$ cat config.mk
export PLATFORM = sky130hd
export DESIGN_NAME = ntt_bf_ctrl
export DESIGN_NICKNAME = d
export VERILOG_FILES = /design/src/rtl/ntt_pkg.sv /design/src/rtl/ntt_addr_delay.sv /design/src/rtl/ntt_bf_ctrl.sv
export SDC_FILE = /design/constraint.sdc
export NUM_CORES = 1
export LEC_CHECK = 0
export BUFFER_PORTS_ARGS = -buffer_cell sky130_fd_sc_hd__buf_2
export CAP_MARGIN = 0
export CORE_MARGIN = 2
export CORE_UTILIZATION = 62
export CTS_BUF_LIST = sky130_fd_sc_hd__clkbuf_4
export DETAILED_ROUTE_END_ITERATION = 10
export HOLD_SLACK_MARGIN = 0.05
export PLACE_DENSITY = 0.82
export SKIP_CTS_REPAIR_TIMING = 1
export SLEW_MARGIN = 20
export SYNTH_ARGS = -nofsm -noshare
export SYNTH_HDL_FRONTEND = slang
export SYNTH_HIERARCHICAL = 1
export SYNTH_SLANG_ARGS = --single-unit
$ cat constraint.sdc
create_clock -name clk -period 6.1 [get_ports clk]
set_input_delay 1.22 -clock clk [delete_from_list [all_inputs] [get_ports clk]]
set_output_delay 1.22 -clock clk [all_outputs]
set_load 0.01 [all_outputs]
$ cat src/rtl/ntt_pkg.sv
// Shared constants and FSM state type for the NTT butterfly address controller.
// The controller walks a forward Cooley-Tukey NTT over N coefficients.
package ntt_pkg;

   localparam int N      = 256;
   localparam int Q      = 3329;
   localparam int LAYERS = 7;
   localparam int RD_LAT = 1;
   localparam int BF_LAT = 6;
   localparam int ZETA_W = 7;

   typedef enum logic [1:0] {
      IDLE,
      ISSUE,
      DRAIN,
      DONE
   } state_t;

endpackage

$ cat src/rtl/ntt_addr_delay.sv
// DEPTH-stage shift line carrying {valid, addr_a, addr_b} from the read side to
// the write side, so write-back addresses meet the butterfly u/v outputs.
module ntt_addr_delay #(
   parameter int DEPTH = 7,
   parameter int AW    = 8
) (
   input  logic          clk,
   input  logic          rst_n,
   input  logic          in_valid,
   input  logic [AW-1:0] in_addr_a,
   input  logic [AW-1:0] in_addr_b,
   output logic          out_valid,
   output logic [AW-1:0] out_addr_a,
   output logic [AW-1:0] out_addr_b
);
   import ntt_pkg::*;

   logic [DEPTH-1:0] vld;
   logic [AW-1:0]    a_q [DEPTH];
   logic [AW-1:0]    b_q [DEPTH];

   always_ff @(posedge clk or negedge rst_n) begin
      if (!rst_n) begin
         vld <= '0;
         for (int k = 0; k < DEPTH; k++) begin
            a_q[k] <= '0;
            b_q[k] <= '0;
         end
      end else begin
         vld[0] <= in_valid;
         a_q[0] <= in_valid ? in_addr_a : '0;
         b_q[0] <= in_valid ? in_addr_b : '0;
         for (int k = 1; k < DEPTH; k++) begin
            vld[k] <= vld[k-1];
            a_q[k] <= a_q[k-1];
            b_q[k] <= b_q[k-1];
         end
      end
   end

   assign out_valid  = vld[DEPTH-1];
   assign out_addr_a = vld[DEPTH-1] ? a_q[DEPTH-1] : '0;
   assign out_addr_b = vld[DEPTH-1] ? b_q[DEPTH-1] : '0;

endmodule

$ cat src/rtl/ntt_bf_ctrl.sv
// Read/zeta address sequencer for a forward NTT, one butterfly per cycle, with a
// drain gap of RD_LAT+BF_LAT cycles between layers to avoid read-after-write hazards.
module ntt_bf_ctrl #(
   parameter int ADDR_W = 8,
   parameter int LAYERS = ntt_pkg::LAYERS,
   parameter int RD_LAT = ntt_pkg::RD_LAT,
   parameter int BF_LAT = ntt_pkg::BF_LAT
) (
   input  logic              clk,
   input  logic              rst_n,
   input  logic              start,
   output logic              busy,
   output logic              done,
   output logic              rd_en,
   output logic [ADDR_W-1:0] rd_addr_a,
   output logic [ADDR_W-1:0] rd_addr_b,
   output logic [ADDR_W-2:0] zeta_addr,
   output logic              bf_s,
   output logic              wr_en,
   output logic [ADDR_W-1:0] wr_addr_a,
   output logic [ADDR_W-1:0] wr_addr_b
);
   import ntt_pkg::*;

   localparam int D  = RD_LAT + BF_LAT;
   localparam int IW = ADDR_W - 1;
   localparam int LW = $clog2(LAYERS);
   localparam int CW = $clog2(D + 1);

   state_t          state, state_d;
   logic [LW-1:0]   layer, layer_d;
   logic [IW-1:0]   bf, bf_d;
   logic [CW-1:0]   cnt, cnt_d;

   always_ff @(posedge clk or negedge rst_n) begin
      if (!rst_n) begin
         state <= IDLE;
         layer <= '0;
         bf    <= '0;
         cnt   <= '0;
      end else begin
         state <= state_d;
         layer <= layer_d;
         bf    <= bf_d;
         cnt   <= cnt_d;
      end
   end

   always_comb begin
      state_d = state;
      layer_d = layer;
      bf_d    = bf;
      cnt_d   = cnt;
      case (state)
         IDLE: begin
            if (start) begin
               state_d = ISSUE;
               layer_d = '0;
               bf_d    = '0;
            end
         end
         ISSUE: begin
            bf_d = bf + 1'b1;
            if (bf == {IW{1'b1}}) begin
               state_d = DRAIN;
               cnt_d   = CW'(D);
            end
         end
         DRAIN: begin
            if (cnt == CW'(1)) begin
               if (layer == LW'(LAYERS - 1)) begin
                  state_d = DONE;
               end else begin
                  state_d = ISSUE;
                  layer_d = layer + 1'b1;
                  bf_d    = '0;
               end
            end else begin
               cnt_d = cnt - 1'b1;
            end
         end
         DONE:    state_d = IDLE;
         default: state_d = IDLE;
      endcase
   end

   // Group g selects the block of 2*len coefficients, offset o the pair inside it.
   logic [ADDR_W-1:0] len, addr_a, addr_b;
   logic [IW-1:0]     grp, off, zeta;
   logic              issue;

   always_comb begin
      len    = {1'b1, {IW{1'b0}}} >> layer;
      grp    = bf >> (IW - int'(layer));
      off    = bf & IW'(len - 1'b1);
      addr_a = ({1'b0, grp} << (ADDR_W - int'(layer))) | {1'b0, off};
      addr_b = addr_a + len;
      zeta   = (IW'(1) << layer) + grp;
   end

   assign issue     = (state == ISSUE);
   assign rd_en     = issue;
   assign rd_addr_a = issue ? addr_a : '0;
   assign rd_addr_b = issue ? addr_b : '0;
   assign zeta_addr = issue ? zeta : '0;
   assign busy      = issue || (state == DRAIN);
   assign bf_s      = busy;
   assign done      = (state == DONE);

   ntt_addr_delay #(
      .DEPTH (D),
      .AW    (ADDR_W)
   ) u_dly (
      .clk        (clk),
      .rst_n      (rst_n),
      .in_valid   (rd_en),
      .in_addr_a  (rd_addr_a),
      .in_addr_b  (rd_addr_b),
      .out_valid  (wr_en),
      .out_addr_a (wr_addr_a),
      .out_addr_b (wr_addr_b)
   );

endmodule
# ---- Yosys cells after proc, flatten, opt, wreduce, memory -nomap -nowiden
# Cells that the tools add are included.
dict set report totals {
  out_inout_bits 44
  input_bits 3
  elab_cells 76
  ff_bits 134
}
dict set report op_classes {
  reduce_logical 9
  n_shift 4
  add_sub_neg 8
  bitwise 2
  eq_ne 11
  mux 23
}
# cell n
set op_table {}
lappend op_table {{$mux W8} 6}
lappend op_table {{$shl A7 B32 Y8} 1}
lappend op_table {{$shr A7 B32 Y7} 1}
lappend op_table {{$mux W7} 4}
lappend op_table {{$pmux W7 S3} 1}
lappend op_table {{$mux W3} 5}
lappend op_table {{$pmux W3 S2} 2}
lappend op_table {{$add A8 B8 Y8} 1}
lappend op_table {{$mux W2} 4}
lappend op_table {{$ne A2 B2 Y1 const B} 4}
lappend op_table {{$or A8 B7 Y8} 1}
lappend op_table {{$pmux W2 S4} 1}
lappend op_table {{$reduce_and A4 Y1} 2}
lappend op_table {{$shr A8 B3 Y8 const A} 1}
lappend op_table {{$add A7 B1 Y7 const B} 1}
lappend op_table {{$add A7 B7 Y7} 1}
lappend op_table {{$and A7 B7 Y7} 1}
lappend op_table {{$eq A7 B7 Y1 const B} 1}
lappend op_table {{$shl A1 B3 Y7 const A} 1}
lappend op_table {{$sub A7 B1 Y7 const B} 1}
lappend op_table {{$reduce_and A3 Y1} 2}
lappend op_table {{$sub A4 B3 Y5 const A} 1}
lappend op_table {{$eq A2 B2 Y1 const B} 2}
lappend op_table {{$reduce_bool A2 Y1} 2}
lappend op_table {{other kinds (10)} 10}

# ---- Depth between registers and ports, before layout
# Gate-level depths: netlist (run 1).
dict set report logic_depth {
  ltp_word 7
  depth_mapped 20
  ltp_nobuf 17
}

# ---- Modules after synthesis
# The synthesis (run 1) kept the hierarchy.
# mod n_inst area_each_um2 seq_area_each_um2 cells_per_inst
set modules_own_cells {}
lappend modules_own_cells {ntt_addr_delay 1 3219.3 2977.9 153}
lappend modules_own_cells {ntt_bf_ctrl 1 2616.3 375.4 351}

# ---- Worst setup path before layout (run 1)
# No wires, ideal clock.
dict set report synth_path {
  kind {flip-flop to output port}
  start {reg layer[0]}
  end {out rd_addr_b[7]}
  t_arrival_ns 3.651
  setup_slack_ns 1.229
  required_ns 4.880
  stages_incl_launch_ff 18
  path_cell_list {dfrtp_1 buf_4 inv_1 buf_1 ha_1 clkinv_1 a21oi_1 a211oi_1 a21oi_1 a22o_1 ha_1 o21ai_0 a21boi_0 o21ai_0 nand2b_1 o311a_1 or3_1 a21boi_1}
}
dict set report synth_via {
  elab_chain_len 6
  word_cells_on_any_way 10
  cone_classes {add/sub: 4; shift: 3; mux: 1; bitwise: 2}
}
# element line
set synth_rtl {}
lappend synth_rtl {{start, declared} ntt_bf_ctrl.sv:31} ;# logic [LW-1:0] layer, layer_d;
lappend synth_rtl {{start signal, assigned} ntt_bf_ctrl.sv:43} ;# layer <= layer_d;
lappend synth_rtl {{$sub A3 B3 Y4 or $shr A8 B3 Y8 (tied branches)} {ntt_bf_ctrl.sv:94, ntt_bf_ctrl.sv:93}}
lappend synth_rtl {{$shr A7 B32 Y7 or $sub A7 B1 Y7 (tied branches)} {ntt_bf_ctrl.sv:94, ntt_bf_ctrl.sv:95}}
lappend synth_rtl {{$shl A7 B32 Y8 or $and A7 B7 Y7 (tied branches)} {ntt_bf_ctrl.sv:96, ntt_bf_ctrl.sv:95}}
lappend synth_rtl {{$or A8 B7 Y8} ntt_bf_ctrl.sv:96} ;# addr_a = ({1'b0, grp} << (ADDR_W - int'(layer))) | {1'b0, off};
lappend synth_rtl {{$add A8 B8 Y8 (*)} ntt_bf_ctrl.sv:97} ;# addr_b = addr_a + len;
lappend synth_rtl {{$mux W8 (*)} ntt_bf_ctrl.sv:104} ;# assign rd_addr_b = issue ? addr_b : '0;
lappend synth_rtl {{end, declared} ntt_bf_ctrl.sv:16} ;# output logic [ADDR_W-1:0] rd_addr_b,
# Mark *: on every way between the ends. The rest lies on a longest branch, timed or not.

# ---- Worst setup path after layout (run 1)
dict set report layout_path {
  start {reg layer[2]}
  end {out rd_addr_b[7]}
}
# The elaborated chain is that of the path after synthesis.

==> reports/results.txt, run 1 <==
status: complete, no violations
I/O pins: 47
GRT Util Overall: 0.263
htree depth: 4
Port-buffer cells: 46
Die Wd: 101 um
Routed wire per std cell: 18.0 um
Area Overhead vs Synth: 8.64%
Final Cycle Share: 0.934
layout cells sized above 1: 0.200
fmax: 0.176 GHz
Hold Startpoint: u_dly/a_q[10]$_DFF_PN0_
sequential fraction of the synthesis area: 0.575
First DRT Iteration DRCs: 276
unrepaired setup endpoints after global routing: false
asr flop ratio synth: 1.00
vias: 3855
antenna cells: 0
number of routed nets with antenna violations: 0
worst-path maximum fanout: 23
largest net degree at the start of global routing: 70
clk root buf: clkbuf_4
most frequent cells in the layout: dfrtp_1, buf_2, nand2_1, and2_1, o21ai_0
Synth Flop Type: dfrtp_1
Placer Congestion: 0.946
worst min-delay path class: reg2reg
Die Y: 101 um
Final nets: 577
Remaining DRCs: 0
Post-Syn Nets: 535
CTS tree: yes
Post-Syn Area: 5840 um^2
Tightest Pin Transition: 860 ps
Initial DRT Pass Iterations: 5
TritonCTS Sinks: 134
area of the multi-input gates: 2240 um^2
crit path time final: 5700 ps
FF-to-FF path depth: 12
Crit Path Class: reg2out
initial antenna violation count: 0
Worst EP required: 4880 ps
most common cell after layout, fill and taps aside: dfrtp_1
relative slew slack: 0.427
cells after synthesis: 504
crit start category: register
Final Hold Vio Count: 0
Synth cell types: 62
hold depth: 0
P_leak: 0.00302 uW
initial core utilization: 0.635
CTS Buf Count: 17
cell row count: 35
HPWL after DPL: 8380 um
first-pass GRT wire length: 19900 um
number of global-route vias before repair: 3837
Hold EP: u_dly/a_q[2]$_DFF_PN0_
final slew viol count: 0
syn avg cell area: 11.6 um^2
clk slew on worst S/H paths: 130 ps
number of synthesized flops with an enable pin: 0
area of all sequential standard cells: 3350 um^2
Yosys warning total: 6
Final Util: 0.689
Final setup violation count: 0
fill count: 679
Worst Setup SP: layer[2]$_DFFE_PN0P_
final WL: 12100 um
Reg-to-Reg End: u_dly/b_q[55]$_DFF_PN0_
die area: 10200 um^2
reg2reg start: layer[2]$_DFFE_PN0P_
Layout Skew: 22.3 ps
Synth Register Bits: 134
Clk Latency, worst-skew pair: 510 ps
flop2flop setup slack: 2080 ps
WP data arrival: 4480 ps
core region area: 9200 um^2
Sum Neg Setup Slack: 0 ps
maximum vdd ir drop: 114 uV
remaining global-route overflow: 0
Max Cap Viol: 0
Max Buffers Root-to-Sink: 2
Vias/cell: 5.75
endpoint class of the critical path: output pin
Cell Pwr Density: 231 nW/um^2
cells in the mapped netlist (2+ instances only):
cell | instances | share of area
mux2_2 | 4 | 0.0077
ha_1 | 27 | 0.058
o21ai_0 | 32 | 0.027
or3_1 | 2 | 0.0021
buf_4 | 5 | 0.0064
buf_6 | 5 | 0.0096
inv_1 | 16 | 0.010
a22oi_1 | 2 | 0.0026
a31oi_1 | 3 | 0.0032
xor2_1 | 4 | 0.0060
nor2b_1 | 10 | 0.011
nand3_1 | 13 | 0.011
a311oi_2 | 2 | 0.0051
nand2b_1 | 8 | 0.0086
and2_2 | 17 | 0.022
nor3_1 | 7 | 0.0060
or4_1 | 2 | 0.0026
nor2_1 | 16 | 0.010
a22o_1 | 6 | 0.0090
dfrtp_1 | 134 | 0.57
or2_2 | 2 | 0.0021
a21oi_1 | 17 | 0.015
o22ai_1 | 4 | 0.0043
and2_1 | 36 | 0.039
o311a_1 | 2 | 0.0034
o21ai_1 | 2 | 0.0017
nand4_1 | 2 | 0.0021
clkbuf_1 | 12 | 0.0077
a211oi_1 | 6 | 0.0077
nand2_1 | 37 | 0.024
and3_1 | 3 | 0.0032
a21o_1 | 5 | 0.0064
a21boi_0 | 4 | 0.0051
xnor2_1 | 10 | 0.015
buf_2 | 4 | 0.0034
mux2i_1 | 11 | 0.019
o31ai_1 | 2 | 0.0026
o211ai_1 | 3 | 0.0039
nand3b_1 | 4 | 0.0051
per-stage QoR:
stage / hold slack (ps) / area [um^2] / cells / worst slack, ps / power (uW)
finish: 343 / 6340 / 670 / 404 / 1470
floorplan: 331 / 5840 / 504 / 1230 / 905
detailed placement: 335 / 6070 / 638 / 980 / 924
global route: 355 / 6340 / 670 / 63.5 / 1530
global placement: 331 / 6070 / 638 / 988 / 923
CTS: 345 / 6340 / 670 / 361 / 1490
registers in the layout, indices dropped and copies added, names as in the netlist:
register and count:
bf 7, state 2, u_dly/b_q 56, u_dly/a_q 56
layer 3, cnt 3, u_dly/vld 7
report_power, final:
part	total, uW	internal (uW)	leakage (uW)	switching, uW
clock	562	211	0.000135	351
combinational	17.2	1.09	0.00130	16.1
sequential	888	888	0.00159	0
final cells by class:
class,instances,area share
Sequential cell,134,0.529
Clock buffer,17,0.0201
Inverter,17,0.0101
Tap cell,111,0.0219
Timing Repair Buffer,52,0.0438
Multi-Input combinational cell,324,0.353
Clock inverter,15,0.0225
how the worst max path moves through the flow:
stage                         endpoint  depth (start not counted)
final                     rd_addr_b[7]                         12
after global routing      rd_addr_b[7]                         13
after CTS                 rd_addr_b[7]                         16
after detailed placement  rd_addr_b[7]                         16
after global placement    rd_addr_b[7]                         12
after floorplan           rd_addr_b[7]                         17
cell families after synthesis:
kind of cell,after synthesis,share of synthesized area
muxes,16,0.0292
xor gates and xnor gates,14,0.0210
DFF,134,0.575
buffers and inverters,46,0.0427
adders and majority gates,28,0.0613
and+or+nand+nor,165,0.157
AOI/OAI and AO/OA,101,0.114
layer usage:
metal  wire [um]  vias to the layer above  global-route usage  share of wire
met5           0                        -                   0              0
met1        5080                     1900               0.338           0.42
met4         195                        0              0.0936          0.016
li1            -                     1811                   -              -
met3         669                       19              0.0596          0.055
met2        6130                      125               0.441           0.51
critical path: stages (launching register included):
cell      delay (ps)
dfrtp_1          850
inv_1            310
ha_1             550
nor2_1           120
a32o_1           290
ha_1             230
mux2_2           280
a22oi_1          200
o21ai_1          170
o311a_1          330
or3_1            300
a21boi_1         180
buf_2            160
Note: power is estimated with default switching activity, not from simulation.
==> run 2, diff against run 1 <==
--- a/config.mk
+++ b/config.mk
@@ -12,7 +12,7 @@
 export CTS_BUF_LIST = sky130_fd_sc_hd__clkbuf_4
 export DETAILED_ROUTE_END_ITERATION = 10
 export HOLD_SLACK_MARGIN = 0.05
-export PLACE_DENSITY = 0.82
+export PLACE_DENSITY_LB_ADDON = 0.12
 export SKIP_CTS_REPAIR_TIMING = 1
 export SLEW_MARGIN = 20
 export SYNTH_ARGS = -nofsm -noshare
==> constraint.sdc (replaced) <==
create_clock -name clk -period 6.1 [get_ports clk]
set_input_delay 0.305 -clock clk [delete_from_list [all_inputs] [get_ports clk]]
set_output_delay 0.305 -clock clk [all_outputs]
set_load 0.01 [all_outputs]
==> run 2 against run 1 <==
- total power up 4.2%
- flip-flop and latch count unchanged
- register-to-register slack worse by 470 ps
- largest cell class unchanged
==> reports/results.txt, run 2 (synthesized netlist as in run 1, its figures left out) <==
endpoint class of the critical path: output pin
Tightest Pin Transition: 734 ps
cell internal pwr: 1180 uW
reg2reg start: layer[1]$_DFFE_PN0P_
Max Cap Viol: 0
Worst Setup Slack post-DPL: 1550 ps
relative slew slack: 0.510
hold depth: 4
area of the multi-input gates: 2230 um^2
Area Overhead vs Synth: 9.52%
fmax: 0.191 GHz
top flop regs: u_dly/a_q (56), u_dly/b_q (56)
status: complete, no violations
slowest library cell on the worst path: ha_1
Clock Power Share: 0.408
clk root buf: clkbuf_4
Placer Congestion: 0.858
die area: 10200 um^2
Vias/cell: 5.58
CTS tree: yes
remaining global-route overflow: 0
first-pass GRT wire length: 19200 um
hold slack final: 276 ps
layout cells sized above 1: 0.200
most frequent cells in the layout: dfrtp_1, buf_2, nand2_1, and2_1, o21ai_0
Worst EP required: 5790 ps
Cell Pwr Density: 239 nW/um^2
number of routed nets with antenna violations: 0
I/O pins: 47
area of all sequential standard cells: 3350 um^2
fill count: 639
core region area: 9200 um^2
Final Util: 0.695
Initial DRT Pass Iterations: 4
Port-buffer cells: 46
Die Y: 101 um
Hold EP: state[1]$_DFFE_PN0P_
worst-path maximum fanout: 24
clk slew on worst S/H paths: 140 ps
Clk Latency, worst-skew pair: 510 ps
Sum Neg Setup Slack: 0 ps
Layout Skew: 30.0 ps
WP data arrival: 4920 ps
Final Hold Vio Count: 0
Hold Startpoint: start
maximum vdd ir drop: 151 uV
unrepaired setup endpoints after global routing: false
final WL: 11800 um
P_leak: 0.00305 uW
Crit Path Class: reg2out
Sequential Power Share: 0.581
cell row count: 35
vias: 3743
flop2flop setup slack: 1610 ps
crit-path cells: buf_4 > inv_1 > ha_1 > clkinv_1 > o311a_1 > a21oi_1 > a22o_1 > ha_1 > o21ai_0 > a21boi_0 > o21ai_0 > nand2b_1 > o311a_1 > or3_1 > a21boi_1 > buf_2
Final Cycle Share: 0.857
min setup slack post-route: 872 ps
worst min-delay path class: in2reg
Final setup violation count: 0
HPWL after DPL: 7590 um
Die Wd: 101 um
initial antenna violation count: 0
htree depth: 4
crit start category: register
antenna cells: 0
TritonCTS Sinks: 134
Comb power frac: 0.011
Max Buffers Root-to-Sink: 2
Reg-to-Reg End: u_dly/b_q[55]$_DFF_PN0_
largest net degree at the start of global routing: 88
CP peak stage delay: 620 ps
FF-to-FF path depth: 16
Routed wire per std cell: 17.6 um
Sw Pwr: 345 uW
initial core utilization: 0.635
First DRT Iteration DRCs: 197
most common cell after layout, fill and taps aside: dfrtp_1
crit path time final: 5230 ps
number of global-route vias before repair: 3747
Final nets: 578
Remaining DRCs: 0
GRT Util Overall: 0.252
switch share: 0.226
final slew viol count: 0
CTS Buf Count: 17
-- run 2: power by group through the flow --
| stage | Sequential [uW] | Clock (uW) | Combinational [uW] |
|---|---|---|---|
| floorplan | 905 | 0 | 0.0956 |
| global placement | 905 | 0 | 17.3 |
| detailed placement | 905 | 0 | 17.6 |
| CTS | 888 | 642 | 17.8 |
| global route | 888 | 683 | 22.0 |
| finish | 888 | 623 | 17.6 |
-- run 2: routing by layer --
| layer | track usage | up-vias | share of wire | wire, um |
|---|---|---|---|---|
| li1 | - | 1809 | - | - |
| met1 | 0.314 | 1846 | 0.42 | 5010 |
| met2 | 0.439 | 72 | 0.54 | 6330 |
| met3 | 0.0548 | 16 | 0.027 | 319 |
| met4 | 0.0800 | 0 | 0.014 | 166 |
| met5 | 0 | - | 0 | 0 |
-- run 2: critical path: cells and delay by family (launching register included) --
kind	cells	cell delay [ps]
compound gates	8	1750
buf+inv	4	1000
fa+ha+maj	2	900
simple gates	2	410
flops	1	340
-- run 2: worst max-delay path by stage --
stage	start	to	cells past startpoint
after floorplan	layer[0]$_DFFE_PN0P_	rd_addr_b[7]	17
after global placement	layer[1]$_DFFE_PN0P_	rd_addr_b[7]	16
after detailed placement	layer[1]$_DFFE_PN0P_	rd_addr_b[7]	16
after CTS	layer[1]$_DFFE_PN0P_	rd_addr_b[7]	16
after global routing	layer[1]$_DFFE_PN0P_	rd_addr_b[7]	16
final	layer[1]$_DFFE_PN0P_	rd_addr_b[7]	16
-- run 2: through the flow --
step / instance area [um^2] / power (uW) / std cells
after global routing: 6390 / 1590 / 671
after CTS: 6380 / 1550 / 670
after detailed placement: 6070 / 923 / 638
final: 6390 / 1530 / 671
after global placement: 6070 / 922 / 638
after floorplan: 5840 / 905 / 504
-- run 2: layout make-up --
type / instances / share of cell area
sequential: 134 / 0.525
multi-input combinational: 324 / 0.349
timing repair buffer: 53 / 0.0456
tap: 111 / 0.0217
clock buffer: 18 / 0.0211
clock inverter: 14 / 0.0274
inverter: 17 / 0.00998
==> run 3, diff against run 2 <==
--- a/config.mk
+++ b/config.mk
@@ -5,6 +5,7 @@
 export SDC_FILE = /design/constraint.sdc
 export NUM_CORES = 1
 export LEC_CHECK = 0
+export ABC_AREA = 1
 export BUFFER_PORTS_ARGS = -buffer_cell sky130_fd_sc_hd__buf_2
 export CAP_MARGIN = 0
 export CORE_MARGIN = 2
==> run 3 against run 2 <==
- fmax is 17% higher
- highest routed layer unchanged
- largest power group unchanged
- critical path type unchanged
- total power is 61% higher
- non-clock buffer count is 4 lower
- count of clock-buffer cells in the layout is 1 lower
- largest cell class unchanged
- utilization is 1.1 points higher
- area after synthesis is 4.3% lower
==> reports/results.txt, run 3 <==
XOR/XNOR Fraction of Synth Area: 0.00471
number of synthesized flops with an enable pin: 0
CTS tree: yes
clk root buf: clkbuf_4
Die Wd: 98.9 um
Area Overhead vs Synth: 10.3%
htree depth: 4
Worst EP required: 5790 ps
most frequent cell after synthesis: dfrtp_1
post-synth top area share: 0.601
cells after synthesis: 540
Max Cap Viol: 0
sequential fraction of the synthesis area: 0.601
most common cell after layout, fill and taps aside: dfrtp_1
Synth Flop Type: dfrtp_1
CTS Buf Count: 17
number of global-route vias before repair: 3756
Final Util: 0.706
endpoint class of the critical path: output pin
Synth area leaders: dfrtp_1, nand2_1, ha_1, inv_1, a21oi_1
Post-Syn Nets: 571
Reg-to-Reg End: u_dly/b_q[54]$_DFF_PN0_
mux cell area share after synthesis: 0
Final Hold Vio Count: 0
Initial DRT Pass Iterations: 4
Final Cycle Share: 0.730
Sum Neg Setup Slack: 0 ps
initial antenna violation count: 0
I/O pins: 47
status: complete, no violations
Synth Register Bits: 134
Die Y: 98.9 um
unrepaired setup endpoints after global routing: false
first-pass GRT wire length: 18400 um
Tightest Pin Transition: 843 ps
final WL: 11300 um
cell row count: 34
Post-Syn Area: 5580 um^2
reg2reg start: layer[0]$_DFFE_PN0P_
Max Buffers Root-to-Sink: 2
initial core utilization: 0.640
Crit Path Class: reg2out
Layout Skew: 20.2 ps
Synth Area in Compound Gates: 0.0809
syn avg cell area: 10.3 um^2
vias: 3731
Yosys warning total: 6
Synth Area in Adders: 0.0641
Post-Synth Simple-Gate Area: 0.163
synth cell count leaders: dfrtp_1, nand2_1, inv_1, a21oi_1
WP data arrival: 4150 ps
asr flop ratio synth: 1.00
crit path time final: 4460 ps
largest net degree at the start of global routing: 72
final slew viol count: 0
antenna cells: 0
remaining global-route overflow: 0
First DRT Iteration DRCs: 151
placed cell count: 682
Placer Congestion: 0.929
Hold Startpoint: start
worst min-delay path class: in2reg
Remaining DRCs: 0
FF-to-FF path depth: 18
core region area: 8720 um^2
worst-path maximum fanout: 21
P_leak: 0.00358 uW
flop2flop setup slack: 2430 ps
GRT Util Overall: 0.248
Clk Latency, worst-skew pair: 500 ps
Final setup violation count: 0
die area: 9780 um^2
Vias/cell: 5.22
hold depth: 5
Hold EP: state[1]$_DFFE_PN0P_
crit start category: register
Port-buffer cells: 46
maximum vdd ir drop: 197 uV
most frequent cells in the layout: dfrtp_1, nand2_1, inv_1, buf_2, a21oi_1
fmax: 0.224 GHz
Final nets: 625
clk slew on worst S/H paths: 140 ps
Routed wire per std cell: 15.8 um
relative slew slack: 0.438
HPWL after DPL: 8140 um
Synth cell types: 43
largest family of logic cells by synthesized area: simple AND/OR/NAND/NOR gates
layout cells sized above 1: 0.186
number of routed nets with antenna violations: 0
top flop regs: u_dly/a_q (56), u_dly/b_q (56)
TritonCTS Sinks: 134
Synth area leader: dfrtp_1
Post-Layout Cell Count: 715
Cell Pwr Density: 399 nW/um^2
run 3: changes by cell type in the layout (fill, tap and decap cells not counted), moves of 10 or more:
cell,change
nor2b_1,-10
and2_2,-17
o21ai_0,-12
inv_1,+72
a21oi_1,+15
nand2_1,+60
mux2i_1,-11
and2_1,-35
nor2_1,+11
run 3: worst max path at each step:
stage / startpoint / end / slack [ps] / cells after the start
2_1_floorplan: layer[0]$_DFFE_PN0P_ / rd_addr_b[7] / 3030 / 16
3_3_place_gp: layer[0]$_DFFE_PN0P_ / rd_addr_b[6] / 2380 / 17
3_5_place_dp: layer[0]$_DFFE_PN0P_ / rd_addr_b[6] / 2240 / 17
4_1_cts: layer[0]$_DFFE_PN0P_ / rd_addr_b[6] / 1650 / 17
5_1_grt: layer[0]$_DFFE_PN0P_ / rd_addr_b[7] / 1310 / 15
6_report: layer[0]$_DFFE_PN0P_ / rd_addr_b[6] / 1640 / 17
run 3: layer usage:
| metal | global-route usage | wire, um |
|---|---|---|
| met4 | 0.101 | 260 |
| met5 | 0 | 0 |
| met2 | 0.440 | 6020 |
| met1 | 0.298 | 4510 |
| met3 | 0.0440 | 509 |
run 3: cell type report:
cell class,count,area [um^2]
Clock inverter,15,180
Timing Repair Buffer,49,258
Inverter,93,354
Tap cell,108,135
Multi-Input combinational cell,299,1750
Clock buffer,17,128
Sequential cell,134,3350
Fill cell,646,2560
run 3: logic make-up (layout without fill, tap and decap cells):
family / Yosys count / count (layout)
fa+ha+maj: 28 / 28
simple gates: 189 / 189
flops: 134 / 134
compound gates: 79 / 79
xor+xnor: 3 / 3
buf+inv: 107 / 174
run 3: per-stage QoR:
stage	instance area (um^2)	power (uW)	worst slack [ps]	hold WS, ps
floorplan	5580	1670	3030	9.41
global placement	5840	1810	2380	332
detailed placement	5840	1850	2240	335
CTS	6150	2470	1650	-116
global route	6160	2610	1310	231
finish	6160	2450	1640	245
run 3: power breakdown:
group          leakage (uW)  total [uW]  switching (uW)  internal (uW)
clock              0.000160         611             382            229
sequential          0.00184        1120            88.9           1030
combinational       0.00158         722             495            227
total               0.00358        2450             965           1490
run 3: critical path: stages, from the launching register on:
cell	delay, ps
dfrtp_1	840
inv_4	200
ha_1	300
nand2_1	150
inv_2	90
nor2_1	200
nand2_1	150
a31oi_1	220
o21ai_0	100
a21o_1	180
nand3_1	90
ha_1	270
nand2_1	100
nor2_1	60
a211oi_1	270
a21oi_1	120
nor2_1	160
buf_2	150
